===== src/rtl/float_norm_round_if.sv =====
// Operand/result handshake bundle for float_norm_round; slave is the stage side.
interface float_norm_round_if #(
  parameter int EXP_W  = 8,
  parameter int FRAC_W = 23
);
  logic                    in_valid;
  logic                    in_ready;
  logic                    in_sign;
  logic [EXP_W-1:0]        in_exp;
  logic [FRAC_W+1:0]       in_mant;
  logic [2:0]              in_grs;
  logic                    out_valid;
  logic                    out_ready;
  logic [EXP_W+FRAC_W:0]   out_float;
  logic                    overflow;
  logic                    underflow;

  modport master (
    output in_valid, in_sign, in_exp, in_mant, in_grs, out_ready,
    input  in_ready, out_valid, out_float, overflow, underflow
  );

  modport slave (
    input  in_valid, in_sign, in_exp, in_mant, in_grs, out_ready,
    output in_ready, out_valid, out_float, overflow, underflow
  );
endinterface


===== src/rtl/float_norm_round.sv =====
// Normalise + RNE round of an unnormalised FP sum into a packed IEEE single.
// FLOAT_NORM_BARREL_EN: single-cycle LZC/barrel-shift normalisation instead of one bit per cycle.
module float_norm_round #(
  parameter int EXP_W  = 8,
  parameter int FRAC_W = 23
) (
  input  logic clk,
  input  logic rst_n,
  float_norm_round_if.slave bus
);
  localparam int MW = FRAC_W + 2;
  localparam int XW = EXP_W + 1;
  localparam logic [XW-1:0] EXP_MAX = {1'b0, {EXP_W{1'b1}}};

  typedef enum logic [2:0] {IDLE, CHECK, NORM, ROUND, DONE} state_e;
  state_e state_q, state_d;

  logic                  sign_q, sign_d;
  logic [XW-1:0]         exp_q, exp_d;
  logic [MW-1:0]         mant_q, mant_d;
  logic                  g_q, g_d, r_q, r_d, s_q, s_d;
  logic [EXP_W+FRAC_W:0] res_q, res_d;
  logic                  ovf_q, ovf_d, unf_q, unf_d, vld_q, vld_d;

  logic          acc, done_ack, is_zero;
  logic          norm_flush, norm_g;
  logic [MW-1:0] norm_mant;
  logic [XW-1:0] norm_exp;
  logic          inc, rcarry;
  logic [MW-1:0] rsum;
  logic [XW-1:0] rexp;

  assign acc      = bus.in_valid && (state_q == IDLE);
  assign done_ack = vld_q && bus.out_ready;
  assign is_zero  = (mant_q == '0) && !g_q && !r_q && !s_q;

`ifdef FLOAT_NORM_BARREL_EN
  logic [FRAC_W+2:0] nv, shifted;
  logic [XW-1:0]     lzc;
  always_comb begin
    nv  = {mant_q[FRAC_W:0], g_q, r_q};
    lzc = XW'(FRAC_W + 3);
    for (int i = 0; i < FRAC_W + 3; i++)
      if (nv[i]) lzc = XW'(FRAC_W + 2 - i);
    shifted    = nv << lzc;
    norm_mant  = {1'b0, shifted[FRAC_W+2:2]};
    norm_g     = shifted[1];
    norm_exp   = exp_q - lzc;
    norm_flush = (exp_q <= lzc) || (shifted == '0);
  end
`else
  always_comb begin
    norm_mant  = {mant_q[MW-2:0], g_q};
    norm_g     = r_q;
    norm_exp   = exp_q - XW'(1);
    norm_flush = (exp_q <= XW'(1)) && !mant_q[FRAC_W];
  end
`endif

  // A rounding carry leaves the fraction all-zero, so the >>1 only moves the exponent.
  assign inc    = g_q && (r_q || s_q || mant_q[0]);
  assign rsum   = mant_q + MW'(inc);
  assign rcarry = rsum[MW-1];
  assign rexp   = exp_q + XW'(rcarry);

  always_ff @(posedge clk or negedge rst_n)
    if (!rst_n) state_q <= IDLE;
    else        state_q <= state_d;

  always_comb begin
    state_d = state_q;
    case (state_q)
      IDLE:  if (acc) state_d = CHECK;
      CHECK: if (is_zero || exp_q == EXP_MAX)        state_d = DONE;
             else if (mant_q[MW-1] || mant_q[FRAC_W]) state_d = ROUND;
             else                                    state_d = NORM;
`ifdef FLOAT_NORM_BARREL_EN
      NORM:  state_d = norm_flush ? DONE : ROUND;
`else
      NORM:  if (norm_flush)             state_d = DONE;
             else if (norm_mant[FRAC_W]) state_d = ROUND;
`endif
      ROUND: state_d = DONE;
      DONE:  if (done_ack) state_d = IDLE;
      default: state_d = IDLE;
    endcase
  end

  always_comb begin
    sign_d = sign_q; exp_d = exp_q; mant_d = mant_q;
    g_d = g_q; r_d = r_q; s_d = s_q;
    res_d = res_q; ovf_d = ovf_q; unf_d = unf_q;
    vld_d = (state_q == DONE) && !done_ack;
    case (state_q)
      IDLE: if (acc) begin
        sign_d = bus.in_sign;
        exp_d  = {1'b0, bus.in_exp};
        mant_d = bus.in_mant;
        {g_d, r_d, s_d} = bus.in_grs;
      end
      CHECK:
        if (is_zero) res_d = {sign_q, {(EXP_W+FRAC_W){1'b0}}};
        else if (exp_q == EXP_MAX) begin
          res_d = {sign_q, {EXP_W{1'b1}}, {FRAC_W{1'b0}}};
          ovf_d = 1'b1;
        end else if (mant_q[MW-1]) begin
          mant_d = mant_q >> 1;
          exp_d  = exp_q + XW'(1);
          g_d    = mant_q[0];
          r_d    = g_q;
          s_d    = r_q || s_q;
        end
      NORM:
        if (norm_flush) begin
          res_d = {sign_q, {(EXP_W+FRAC_W){1'b0}}};
          unf_d = 1'b1;
        end else begin
          mant_d = norm_mant;
          exp_d  = norm_exp;
          g_d    = norm_g;
          r_d    = 1'b0;
        end
      ROUND:
        if (rexp >= EXP_MAX) begin
          res_d = {sign_q, {EXP_W{1'b1}}, {FRAC_W{1'b0}}};
          ovf_d = 1'b1;
        end else if (rexp == '0) begin
          res_d = {sign_q, {(EXP_W+FRAC_W){1'b0}}};
          unf_d = 1'b1;
        end else
          res_d = {sign_q, rexp[EXP_W-1:0], rcarry ? rsum[FRAC_W:1] : rsum[FRAC_W-1:0]};
      DONE: if (done_ack) begin
        ovf_d = 1'b0;
        unf_d = 1'b0;
      end
      default: ;
    endcase
  end

  always_ff @(posedge clk or negedge rst_n)
    if (!rst_n) begin
      sign_q <= 1'b0; exp_q <= '0; mant_q <= '0;
      g_q <= 1'b0; r_q <= 1'b0; s_q <= 1'b0;
      res_q <= '0; ovf_q <= 1'b0; unf_q <= 1'b0; vld_q <= 1'b0;
    end else begin
      sign_q <= sign_d; exp_q <= exp_d; mant_q <= mant_d;
      g_q <= g_d; r_q <= r_d; s_q <= s_d;
      res_q <= res_d; ovf_q <= ovf_d; unf_q <= unf_d; vld_q <= vld_d;
    end

  assign bus.in_ready  = (state_q == IDLE);
  assign bus.out_valid = vld_q;
  assign bus.out_float = res_q;
  assign bus.overflow  = ovf_q;
  assign bus.underflow = unf_q;
endmodule


===== src/flat_wrapper.sv =====
// flat-port wrapper written by rule: the top's interface ports become plain ports
module float_norm_round_flat 
#(
  parameter int EXP_W  = 8,
  parameter int FRAC_W = 23
)
  (clk, rst_n, bus_in_valid, bus_in_sign, bus_in_exp, bus_in_mant, bus_in_grs, bus_out_ready, bus_in_ready, bus_out_valid, bus_out_float, bus_overflow, bus_underflow);
  float_norm_round_if #(.EXP_W(EXP_W), .FRAC_W(FRAC_W)) bus_i ();
  input  logic clk;
  input  logic rst_n;
  input wire logic [$bits(bus_i.in_valid)-1:0] bus_in_valid;
  input wire logic [$bits(bus_i.in_sign)-1:0] bus_in_sign;
  input wire logic [$bits(bus_i.in_exp)-1:0] bus_in_exp;
  input wire logic [$bits(bus_i.in_mant)-1:0] bus_in_mant;
  input wire logic [$bits(bus_i.in_grs)-1:0] bus_in_grs;
  input wire logic [$bits(bus_i.out_ready)-1:0] bus_out_ready;
  output wire logic [$bits(bus_i.in_ready)-1:0] bus_in_ready;
  output wire logic [$bits(bus_i.out_valid)-1:0] bus_out_valid;
  output wire logic [$bits(bus_i.out_float)-1:0] bus_out_float;
  output wire logic [$bits(bus_i.overflow)-1:0] bus_overflow;
  output wire logic [$bits(bus_i.underflow)-1:0] bus_underflow;
  assign bus_i.in_valid = bus_in_valid;
  assign bus_i.in_sign = bus_in_sign;
  assign bus_i.in_exp = bus_in_exp;
  assign bus_i.in_mant = bus_in_mant;
  assign bus_i.in_grs = bus_in_grs;
  assign bus_i.out_ready = bus_out_ready;
  assign bus_in_ready = bus_i.in_ready;
  assign bus_out_valid = bus_i.out_valid;
  assign bus_out_float = bus_i.out_float;
  assign bus_overflow = bus_i.overflow;
  assign bus_underflow = bus_i.underflow;
  float_norm_round #(.EXP_W(EXP_W), .FRAC_W(FRAC_W)) u_core (.clk(clk), .rst_n(rst_n), .bus(bus_i));
endmodule

===== config.mk =====
export PLATFORM = sky130hd
export DESIGN_NAME = float_norm_round_flat
export DESIGN_NICKNAME = d
export VERILOG_FILES = /design/src/rtl/float_norm_round_if.sv /design/src/rtl/float_norm_round.sv /design/src/flat_wrapper.sv
export SDC_FILE = /design/constraint.sdc
export NUM_CORES = 1
export LEC_CHECK = 0
export ABC_AREA = 1
export BUFFER_PORTS_ARGS = -buffer_cell sky130_fd_sc_hd__buf_2
export CAP_MARGIN = 20
export CORE_ASPECT_RATIO = 1.2
export CORE_MARGIN = 1
export CORE_UTILIZATION = 30
export DETAILED_ROUTE_END_ITERATION = 16
export SETUP_SLACK_MARGIN = 0.4
export SYNTH_ARGS = -nofsm -noshare
export SYNTH_HDL_FRONTEND = slang
export SYNTH_SLANG_ARGS = --single-unit

===== constraint.sdc =====
create_clock -name clk -period 5.1 [get_ports clk]
set_clock_uncertainty 0.15 [all_clocks]
set_input_delay 0 -clock clk [delete_from_list [all_inputs] [get_ports clk]]
set_output_delay 0 -clock clk [all_outputs]
set_load 0.1 [all_outputs]

==> impl_metrics.env, run 1 <==
export IMPL_synth_seq_cells=76
export IMPL_ant_nets=0
export IMPL_grt_max_degree=77
export IMPL_path_cells="nand2_1 > inv_1 > ha_1 > nand2_2 > nor2_4 > nand2_4 > inv_4 > nand2_2 > nand2_8 > nand2_8 > inv_6 > ha_1 > ha_1 > nand2_1 > nor2_1 > nand2_1 > nand2_1 > nand2_1 > nor2_1 > nand2_2 > nand2_4 > inv_6 > nand2_4 > o21ai_1"
export IMPL_synth_fp_nets=873
export IMPL_rows=54
export IMPL_synth_enable_flop_cells=0
export IMPL_dp_hpwl_um=12200
export IMPL_antenna_cells=0
export IMPL_placed_cells=1100
export IMPL_clock_latency_ns=0.35
export IMPL_r2r_cells=24
export IMPL_drc=0
export IMPL_gp_congestion=0.900
export IMPL_violations="hold timing"
export IMPL_placed_cell_area_sq_um=6020
export IMPL_p_leak_nw=3.37
export IMPL_first_global_vias=5439
export IMPL_async_flop_share_pct=100
export IMPL_critPathLaunchType="flop"
export IMPL_drv_slew=0
export IMPL_port_buffers=76
export IMPL_crit_arrival_ns=3.64
export IMPL_finalCritPeriodShare_pct=69.9
export IMPL_required_ns=5.18
export IMPL_initial_core_util_pct=30.5
export IMPL_final_nets=976
export IMPL_rsz0062_at_grt="false"
export IMPL_fin_crit_ns=3.57
export IMPL_cap_viol_max_count=0
export IMPL_cts_tree="yes"
export IMPL_powerDensity_nw_per_um2=732
export IMPL_avgRoutedWirePerCell_um=14.1
export IMPL_netlist_area_sq_um=5530
export IMPL_syn_to_final_growth_pct=22.3
export IMPL_clk_pin_slew_worst_paths_ns=0.06
export IMPL_place_ws_ns=1.54
export IMPL_synth_cell_types=41
export IMPL_antenna_found_initial=0
export IMPL_timing_fmax_ghz=0.280
export IMPL_critical_path_max_fanout=28
export IMPL_setup_tns_ns=0
export IMPL_worstMarginPinSlew_ns=0.798
export IMPL_hold_viol_final=2
export IMPL_max_slew_margin_rel_pct=46.7
export IMPL_slowest_stage="dfrtp_1"
export IMPL_cpLargestDelayFamily="simple AND/OR/NAND/NOR gates"
export IMPL_ys_seq_area_share_pct=34.4
export IMPL_status="finished, violations left"
export IMPL_layout_drive_gt1_share_pct=16.3
export IMPL_crit_path_max_incr_delay_ns=0.37
export IMPL_yosys_warnings=0
export IMPL_critPathKind="flop to flop"
export IMPL_wirelength_um=16300
export IMPL_via_count=5601
export IMPL_worst_slack_ns=1.53
export IMPL_grt_use_total_pct=18.3
export IMPL_cp_end_kind="flop"
export IMPL_numCtsBuffers=9
export IMPL_chipHeight_um=151
export IMPL_core_area_sq_um=18100
export IMPL_clock_path_buffers=2
export IMPL_synthCells=825
export IMPL_design_area_sq_um=6770
export IMPL_critical_path_buf_inv_count=4
export IMPL_ys_flop_type="dfrtp_1"
export IMPL_final_common_cell="nand2_1"
export IMPL_cts_root_buf="clkbuf_16"
export IMPL_via_per_inst=4.84
export IMPL_ir_worst_vdd_mv=0.340
export IMPL_reg2reg_from="u_core.mant_q[0]$_DFFE_PN0P_"
export IMPL_reg2reg_slack_ns=1.53
export IMPL_die_area_sq_um=19000
export IMPL_grt_pass1_wl_um=27600
export IMPL_hp_class="primary input to asynchronous set/reset pin"
export IMPL_first_pass_iters=5
export IMPL_fp_dieW_um=126
export IMPL_cts_sinks=76
export IMPL_final_cells=1157
export IMPL_overflow=0
export IMPL_r2r_end="u_core.bus.out_float[1]$_DFFE_PN0P_"
export IMPL_ios=77
export IMPL_ctsHtreeMaxLevel=3
export IMPL_finalSetupViolations=0
export IMPL_avgSynthCellArea_sq_um=6.70
export IMPL_layout_common_cells="nand2_1 (297), dfrtp_1 (76), buf_2 (75)"
export IMPL_critPathMostFrequentCell="nand2_1"
export IMPL_drtIter0Drc=350
export IMPL_holdWs_ns=-0.00325
==> report_power, final <==
part / switching, mW / internal, mW / total, mW
combinational: 2.31 / 0.746 / 3.06
clock: 0.274 / 0.431 / 0.705
sequential: 0.310 / 0.883 / 1.19
total: 2.89 / 2.06 / 4.95
==> final cells by class <==
| type | instances | area [sq um] |
|---|---|---|
| inverter | 82 | 320 |
| tap | 224 | 280 |
| timing repair buffer | 121 | 841 |
| clock inverter | 7 | 100 |
| sequential | 76 | 1900 |
| clock buffer | 9 | 225 |
| fill | 1970 | 11300 |
| multi-input combinational | 638 | 3100 |
==> worst reg2reg max path, cell delays in order, from the launching register on <==
cell	delay, ns
dfrtp_1	0.37
nand2_1	0.09
inv_1	0.08
ha_1	0.23
nand2_2	0.10
nor2_4	0.18
nand2_4	0.09
inv_4	0.08
nand2_2	0.08
nand2_8	0.11
nand2_8	0.13
inv_6	0.16
ha_1	0.23
ha_1	0.21
nand2_1	0.11
nor2_1	0.21
nand2_1	0.09
nand2_1	0.08
nand2_1	0.07
nor2_1	0.11
nand2_2	0.12
nand2_4	0.12
inv_6	0.06
nand2_4	0.11
o21ai_1	0.08
==> synthesized netlist by cell type, types with 3 or more instances <==
cell | count | area, sq um
nor3_1 | 5 | 25.0
xor2_1 | 8 | 70.1
nand3_1 | 48 | 240
nand2_4 | 3 | 33.8
nand2_2 | 18 | 113
o21ai_0 | 55 | 275
a21oi_1 | 32 | 160
o22ai_1 | 20 | 125
o21ai_1 | 16 | 80.1
clkbuf_1 | 4 | 15.0
buf_4 | 3 | 22.5
dfrtp_1 | 76 | 1900
nor2_2 | 6 | 37.5
nand4_1 | 14 | 87.6
nor2_1 | 70 | 263
inv_1 | 73 | 274
inv_2 | 6 | 22.5
a22oi_1 | 3 | 22.5
buf_6 | 7 | 78.8
nor2_4 | 6 | 67.6
o221ai_1 | 9 | 78.8
buf_2 | 11 | 55.1
ha_1 | 7 | 87.6
nand2_1 | 297 | 1110
o21ai_2 | 6 | 52.6
==> state kept, by name (all words and copies together) (netlist names), 3 cells and up <==
register              count
u_core.mant_q            25
u_core.state_q            3
u_core.exp_q              9
u_core.bus.out_float     32
==> routing by layer <==
metal,track usage [%],up-vias,share of wire [%]
met1,24.6,2540,48
met2,29.8,152,46
met4,6.02,0,1.7
met3,3.06,19,4.3
met5,0,-,0
li1,-,2890,-
==> stage by stage <==
stage / utilization (%) / power (mW)
CTS: 37.3 / 4.98
finish: 37.4 / 4.95
global placement: 33.2 / 4.20
detailed placement: 33.2 / 4.23
global route: 37.4 / 5.36
floorplan: - / 3.65
==> worst max path at each step <==
| stage | to | cells after the start | start |
|---|---|---|---|
| finish | u_core.bus.out_float[1]$_DFFE_PN0P_ | 24 | u_core.mant_q[0]$_DFFE_PN0P_ |
| global route | u_core.bus.out_float[1]$_DFFE_PN0P_ | 24 | u_core.g_q$_DFFE_PN0P_ |
| CTS | u_core.bus.out_float[1]$_DFFE_PN0P_ | 24 | u_core.mant_q[0]$_DFFE_PN0P_ |
| detailed placement | u_core.bus.out_float[1]$_DFFE_PN0P_ | 24 | u_core.mant_q[0]$_DFFE_PN0P_ |
| global placement | u_core.bus.out_float[1]$_DFFE_PN0P_ | 24 | u_core.mant_q[0]$_DFFE_PN0P_ |
| floorplan | u_core.bus.out_float[0]$_DFFE_PN0P_ | 23 | u_core.mant_q[0]$_DFFE_PN0P_ |
==> cell families (layout without fill, tap and decap cells) <==
family          count (synthesis)  after routing  share of synthesized area (%)
xor+xnor                        8              8                           1.27
simple gates                  478            478                           38.2
fa+ha+maj                       7              7                           1.58
compound gates                145            145                           14.9
flops                          76             76                           34.4
buf+inv                       111            219                           9.64
==> what timing repair did <==
item                      in CTS  in global routing
hold endpoints to repair     115                  0
buffers inserted               0                  0
resized for setup              0                  0
hold buffers                  40                  0
No activity file was read; power rests on OpenSTA's default activity.
==> run 2, diff against run 1 <==
==> constraint.sdc (replaced) <==
create_clock -name clk -period 3.4 [get_ports clk]
set_clock_uncertainty 0.15 [all_clocks]
set_input_delay 0 -clock clk [delete_from_list [all_inputs] [get_ports clk]]
set_output_delay 0 -clock clk [all_outputs]
set_load 0.1 [all_outputs]
==> run 2 against run 1 <==
  * The flow now finishes without violations
  * Critical path depth unchanged
  * Worst setup slack got worse by 1.0 ns
  * Combinational power increased by 60%
  * Cell count increased by 2.1%
==> impl_metrics.env, run 2 (same netlist as run 1, synthesis figures left out) <==
export IMPL_core_area_sq_um=18100
export IMPL_die_area_sq_um=19000
export IMPL_fin_crit_ns=2.91
export IMPL_drc=0
export IMPL_power_mw=7.70
export IMPL_finalCritPeriodShare_pct=85.6
export IMPL_design_area_sq_um=7110
export IMPL_layout_common_cells="nand2_1 (291), buf_2 (75), dfrtp_1 (74)"
export IMPL_critPathMostFrequentCell="nand2_4"
export IMPL_cpLargestDelayFamily="simple AND/OR/NAND/NOR gates"
export IMPL_required_ns=3.48
export IMPL_cts_tree="yes"
export IMPL_critical_path_max_fanout=7
export IMPL_clk_pin_slew_worst_paths_ns=0.06
export IMPL_hp_class="primary input to asynchronous set/reset pin"
export IMPL_first_global_vias=5456
export IMPL_ios=77
export IMPL_ir_worst_vdd_mv=0.370
export IMPL_crit_arrival_ns=2.99
export IMPL_post_route_util_pct=39.3
export IMPL_final_common_cell="nand2_1"
export IMPL_switching_share_pct=57.9
export IMPL_syn_to_final_growth_pct=28.5
export IMPL_p_leak_nw=3.55
export IMPL_pwr_share_comb_pct=63.7
export IMPL_via_count=5812
export IMPL_path_cells="nand2_2 > inv_2 > ha_4 > nand2_4 > nor2_4 > nand2_4 > inv_4 > nand2_4 > nand2_8 > nand2_8 > inv_6 > ha_4 > ha_4 > nand2_4 > nor2_4 > nand2_2 > nand2_2 > nand2_4 > nor2_4 > nand2_4 > nand2_8 > inv_6 > nand2_8 > o21ai_1"
export IMPL_largest_reg_flops=32
export IMPL_clock_path_buffers=2
export IMPL_drtIter0Drc=423
export IMPL_seqPwrFrac_pct=22.6
export IMPL_hold_viol_final=0
export IMPL_layout_drive_gt1_share_pct=20.6
export IMPL_placed_cell_area_sq_um=6140
export IMPL_busiest_layer="met2"
export IMPL_met2_usage_pct=30.2
export IMPL_power_switching_mw=4.46
export IMPL_rows=54
export IMPL_p_int_mw=3.24
export IMPL_grt_use_total_pct=18.8
export IMPL_initial_core_util_pct=30.5
export IMPL_slowest_stage="dfrtp_1"
export IMPL_powerDensity_nw_per_um2=1080
export IMPL_grt_pass1_wl_um=28200
export IMPL_ctsHtreeMaxLevel=3
export IMPL_worstMarginPinSlew_ns=0.630
export IMPL_dp_hpwl_um=12600
export IMPL_antenna_cells=0
export IMPL_antenna_found_initial=0
export IMPL_power_frac_clock_pct=13.7
export IMPL_cp_end_kind="flop"
export IMPL_wirelength_um=17200
export IMPL_placed_cells=1112
export IMPL_ant_nets=0
export IMPL_drv_slew=0
export IMPL_port_buffers=76
export IMPL_first_pass_iters=5
export IMPL_cts_sinks=76
export IMPL_via_per_inst=4.92
export IMPL_numCtsBuffers=9
export IMPL_timing_fmax_ghz=0.344
export IMPL_final_cells=1181
export IMPL_crit_path_max_incr_delay_ns=0.38
export IMPL_critical_path_buf_inv_count=4
export IMPL_cts_root_buf="clkbuf_16"
export IMPL_fp_dieW_um=126
export IMPL_reg2reg_slack_ns=0.49
export IMPL_overflow=0
export IMPL_chipHeight_um=151
export IMPL_grt_max_degree=77
export IMPL_gp_congestion=0.943
export IMPL_critPathKind="flop to flop"
export IMPL_max_slew_margin_rel_pct=57.8
export IMPL_finalSetupViolations=0
export IMPL_critPathLaunchType="flop"
export IMPL_setup_tns_ns=0
export IMPL_cap_viol_max_count=0
export IMPL_use_met1_pct=25.4
export IMPL_final_nets=1000
export IMPL_rsz0062_at_grt="true"
export IMPL_status="finished clean"
export IMPL_clock_latency_ns=0.35
export IMPL_avgRoutedWirePerCell_um=14.6
export IMPL_use_met3_pct=3.38
[run 2: changes by cell type in the layout (fill, tap and decap cells not counted), moves of 4 or more]
cell / previous run / this run
nor2_4: 6 / 10
nor2_1: 70 / 66
nand2_1: 297 / 291
nand2_4: 3 / 8
buf_4: 4 / 26
[run 2: layer usage]
| metal | vias to the layer above | share of wire (%) |
|---|---|---|
| met1 | 2653 | 46 |
| met3 | 31 | 4.7 |
| met4 | 0 | 2.2 |
| met2 | 188 | 47 |
| met5 | - | 0 |
| li1 | 2940 | - |
[run 2: worst paths after layout]
kind / startpoint / cells after the start / endpoint
min in group clk: bus_in_exp[7] / 5 / u_core.exp_q[7]$_DFFE_PN0P_
hold reg to reg: u_core.bus.out_float[5]$_DFFE_PN0P_ / 2 / u_core.bus.out_float[5]$_DFFE_PN0P_
max in group asynchronous: rst_n / 3 / u_core.mant_q[17]$_DFFE_PN0P_
setup reg to reg: u_core.g_q$_DFFE_PN0P_ / 24 / u_core.bus.out_float[1]$_DFFE_PN0P_
hold / removal: rst_n / 2 / u_core.bus.out_float[29]$_DFFE_PN0P_
setup / recovery: u_core.g_q$_DFFE_PN0P_ / 24 / u_core.bus.out_float[1]$_DFFE_PN0P_
[run 2: power by group through the flow]
| stage | Combinational [mW] | Sequential, mW | Clock [mW] |
|---|---|---|---|
| finish | 4.91 | 1.74 | 1.05 |
| global route | 5.42 | 1.80 | 1.11 |
| floorplan | 2.64 | 2.87 | 0 |
| CTS | 4.82 | 1.72 | 1.07 |
| global placement | 4.72 | 1.73 | 0 |
| detailed placement | 4.73 | 1.73 | 0 |
[run 2: layout make-up]
cell class,instances,area (sq um)
Inverter,82,323
Timing Repair Buffer,143,1010
Clock inverter,7,101
Fill cell,1957,11000
Sequential cell,76,1900
Timing Repair inverter,1,8.76
Tap cell,224,280
Multi-Input combinational cell,639,3260
Clock buffer,9,225
[run 2: through the flow]
step | hold slack [ns] | setup slack, ns
3_5_place_dp | 0.0916 | 0.280
5_1_grt | 0.0700 | 0.341
4_1_cts | 0.0236 | 0.407
2_1_floorplan | -0.446 | 0.405
3_3_place_gp | 0.0913 | 0.359
6_report | 0.00987 | 0.489
[run 2: what timing repair did]
action | in CTS | in global routing
gates cloned | 0 | 2
buffers inserted | 3 | 7
endpoints found under the setup margin | 29 | 31
hold buffers | 40 | 0
pin swaps | 5 | 19
hold endpoints to repair | 115 | 0
resized for setup | 2 | 28
==> run 3, diff against run 2 <==
--- a/config.mk
+++ b/config.mk
@@ -8,10 +8,13 @@
 export ABC_AREA = 1
 export BUFFER_PORTS_ARGS = -buffer_cell sky130_fd_sc_hd__buf_2
 export CAP_MARGIN = 20
-export CORE_ASPECT_RATIO = 1.2
+export CELL_PAD_IN_SITES_DETAIL_PLACEMENT = 0
+export CELL_PAD_IN_SITES_GLOBAL_PLACEMENT = 1
 export CORE_MARGIN = 1
 export CORE_UTILIZATION = 30
 export DETAILED_ROUTE_END_ITERATION = 16
+export GPL_ROUTABILITY_DRIVEN = 1
+export PLACE_DENSITY_LB_ADDON = 0.1
 export SETUP_SLACK_MARGIN = 0.4
 export SYNTH_ARGS = -nofsm -noshare
 export SYNTH_HDL_FRONTEND = slang
==> run 3 against run 2 <==
  * Utilization up 0.71 points
  * Sequential share of layout area down 0.39 points
  * Global-route usage up 1.5 points
  * Routed wire length up 6.2%
  * Combinational power up 4%
  * Non-clock buffer count up 11
  * Cell count up 1.4%
  * Critical endpoint is now u_core.bus.out_float[3]$_DFFE_PN0P_
==> impl_metrics.env, run 3 (same netlist as run 1, synthesis figures left out) <==
export IMPL_die_area_sq_um=19000
export IMPL_grt_pass1_wl_um=29600
export IMPL_cts_root_buf="clkbuf_16"
export IMPL_via_per_inst=4.82
export IMPL_cts_sinks=76
export IMPL_reg2reg_from="u_core.g_q$_DFFE_PN0P_"
export IMPL_syn_to_final_growth_pct=30.3
export IMPL_grt_max_degree=77
export IMPL_core_area_sq_um=18000
export IMPL_multi_input_area_sq_um=3280
export IMPL_hold_viol_final=0
export IMPL_clk_pin_slew_worst_paths_ns=0.06
export IMPL_wirelength_um=18300
export IMPL_finalSetupViolations=0
export IMPL_drv_slew=0
export IMPL_status="finished clean"
export IMPL_rsz0062_at_grt="true"
export IMPL_final_nets=1011
export IMPL_via_count=5768
export IMPL_hp_class="primary input to asynchronous set/reset pin"
export IMPL_critPathKind="flop to flop"
export IMPL_fin_crit_ns=2.97
export IMPL_ant_nets=0
export IMPL_max_slew_margin_rel_pct=53.1
export IMPL_first_global_vias=5445
export IMPL_initial_core_util_pct=30.7
export IMPL_r2r_cells=22
export IMPL_setup_tns_ns=0
export IMPL_reg2reg_slack_ns=0.43
export IMPL_antenna_found_initial=0
export IMPL_fill_cells=1980
export IMPL_clock_path_buffers=2
export IMPL_required_ns=3.48
export IMPL_layout_drive_gt1_share_pct=22.6
export IMPL_ir_worst_vdd_mv=0.732
export IMPL_critical_path_max_fanout=5
export IMPL_overflow=0
export IMPL_grt_use_total_pct=20.3
export IMPL_ios=77
export IMPL_antenna_cells=0
export IMPL_chipHeight_um=138
export IMPL_gp_congestion=0.889
export IMPL_port_buffers=76
export IMPL_clock_latency_ns=0.34
export IMPL_regArea_sq_um=1900
export IMPL_largest_reg_flops=32
export IMPL_first_pass_iters=5
export IMPL_critPathLaunchType="flop"
export IMPL_cp_end_kind="flop"
export IMPL_worstMarginPinSlew_ns=0.702
export IMPL_timing_fmax_ghz=0.336
export IMPL_numCtsBuffers=9
export IMPL_powerDensity_nw_per_um2=1080
export IMPL_cap_viol_max_count=0
export IMPL_post_route_util_pct=40.0
export IMPL_avgRoutedWirePerCell_um=15.3
export IMPL_crit_arrival_ns=3.05
export IMPL_drc=0
export IMPL_cts_tree="yes"
export IMPL_dp_hpwl_um=13800
export IMPL_finalCritPeriodShare_pct=87.4
export IMPL_drtIter0Drc=407
export IMPL_layout_common_cells="nand2_1 (285), dfrtp_1 (76), buf_2 (75)"
export IMPL_final_common_cell="nand2_1"
export IMPL_r2r_end="u_core.bus.out_float[3]$_DFFE_PN0P_"
export IMPL_rows=49
export IMPL_p_leak_nw=3.60
export IMPL_fp_dieW_um=138
export IMPL_ctsHtreeMaxLevel=3
run 3: cell count changes in the layout (fill, tap and decap cells not counted), sizes merged:
cell,previous run,this run
buf,103,114
bufinv,2,1
clkinvlp,2,3
run 3: per-layer routing:
layer / GRT usage [%] / wire [um] / share of wire, % / up-vias
li1: - / - / - / 2959
met1: 32.0 / 9880 / 54 / 2625
met2: 27.9 / 7270 / 40 / 165
met3: 2.76 / 841 / 4.6 / 19
met4: 5.86 / 270 / 1.5 / 0
met5: 0 / 0 / 0 / -
run 3: per-stage QoR:
stage          instances  setup WS, ns  hold WS [ns]  total power, mW  cell area [sq um]
2_1_floorplan        825         0.405        -0.446             5.51               5570
3_3_place_gp        1124         0.341        0.0948             6.62               6200
3_5_place_dp        1124         0.257         0.103             6.63               6200
4_1_cts             1184         0.409        0.0449             7.68               6930
5_1_grt             1197         0.240        0.0717             8.43               7210
6_report            1197         0.428        0.0170             7.79               7210
run 3: final cells by class:
class,instances,share of cell area (%)
Clock buffer,9,3.13
Clock inverter,7,0.938
Inverter,82,4.48
Multi-Input combinational cell,639,45.5
Sequential cell,76,26.4
Tap cell,229,3.98
Timing Repair Buffer,154,15.5
Timing Repair inverter,1,0.0868
run 3: timing repair:
action | 4_1_cts | 5_1_grt
pin swaps | 3 | 24
hold buffers | 40 | 0
gates resized for setup | 2 | 34
gates cloned | 0 | 2
endpoints found under the setup margin | 30 | 32
setup buffers | 4 | 10
hold endpoints to repair | 115 | 0
run 3: worst max-delay path by stage:
stage	startpoint	to
finish	u_core.g_q$_DFFE_PN0P_	u_core.bus.out_float[3]$_DFFE_PN0P_
global route	u_core.g_q$_DFFE_PN0P_	u_core.bus.out_float[8]$_DFFE_PN0P_
floorplan	u_core.mant_q[0]$_DFFE_PN0P_	u_core.bus.out_float[0]$_DFFE_PN0P_
global placement	u_core.mant_q[0]$_DFFE_PN0P_	u_core.bus.out_float[1]$_DFFE_PN0P_
CTS	u_core.mant_q[0]$_DFFE_PN0P_	u_core.bus.out_float[1]$_DFFE_PN0P_
detailed placement	u_core.mant_q[0]$_DFFE_PN0P_	u_core.bus.out_float[1]$_DFFE_PN0P_
run 3: worst max-delay path: stages, from the launching register on:
cell and delay [ns]:
dfrtp_1 0.37, nand2_2 0.08, inv_2 0.08, ha_4 0.15
nand2_4 0.06, nor2_4 0.14, nand2_4 0.08, inv_4 0.09
buf_12 0.10, nand3_4 0.10, nand2_8 0.10, inv_6 0.04
ha_4 0.16, ha_4 0.29, nand3_1 0.09, nor2_1 0.11
nand2_1 0.08, nor2_2 0.09, nand2_2 0.11, nand2_4 0.17
inv_8 0.06, nand4_1 0.11, nand2_1 0.06
run 3: power by group:
part / switching, mW / internal (mW)
Combinational: 3.77 / 1.34
Clock: 0.400 / 0.564
Sequential: 0.385 / 1.33
Total: 4.55 / 3.23
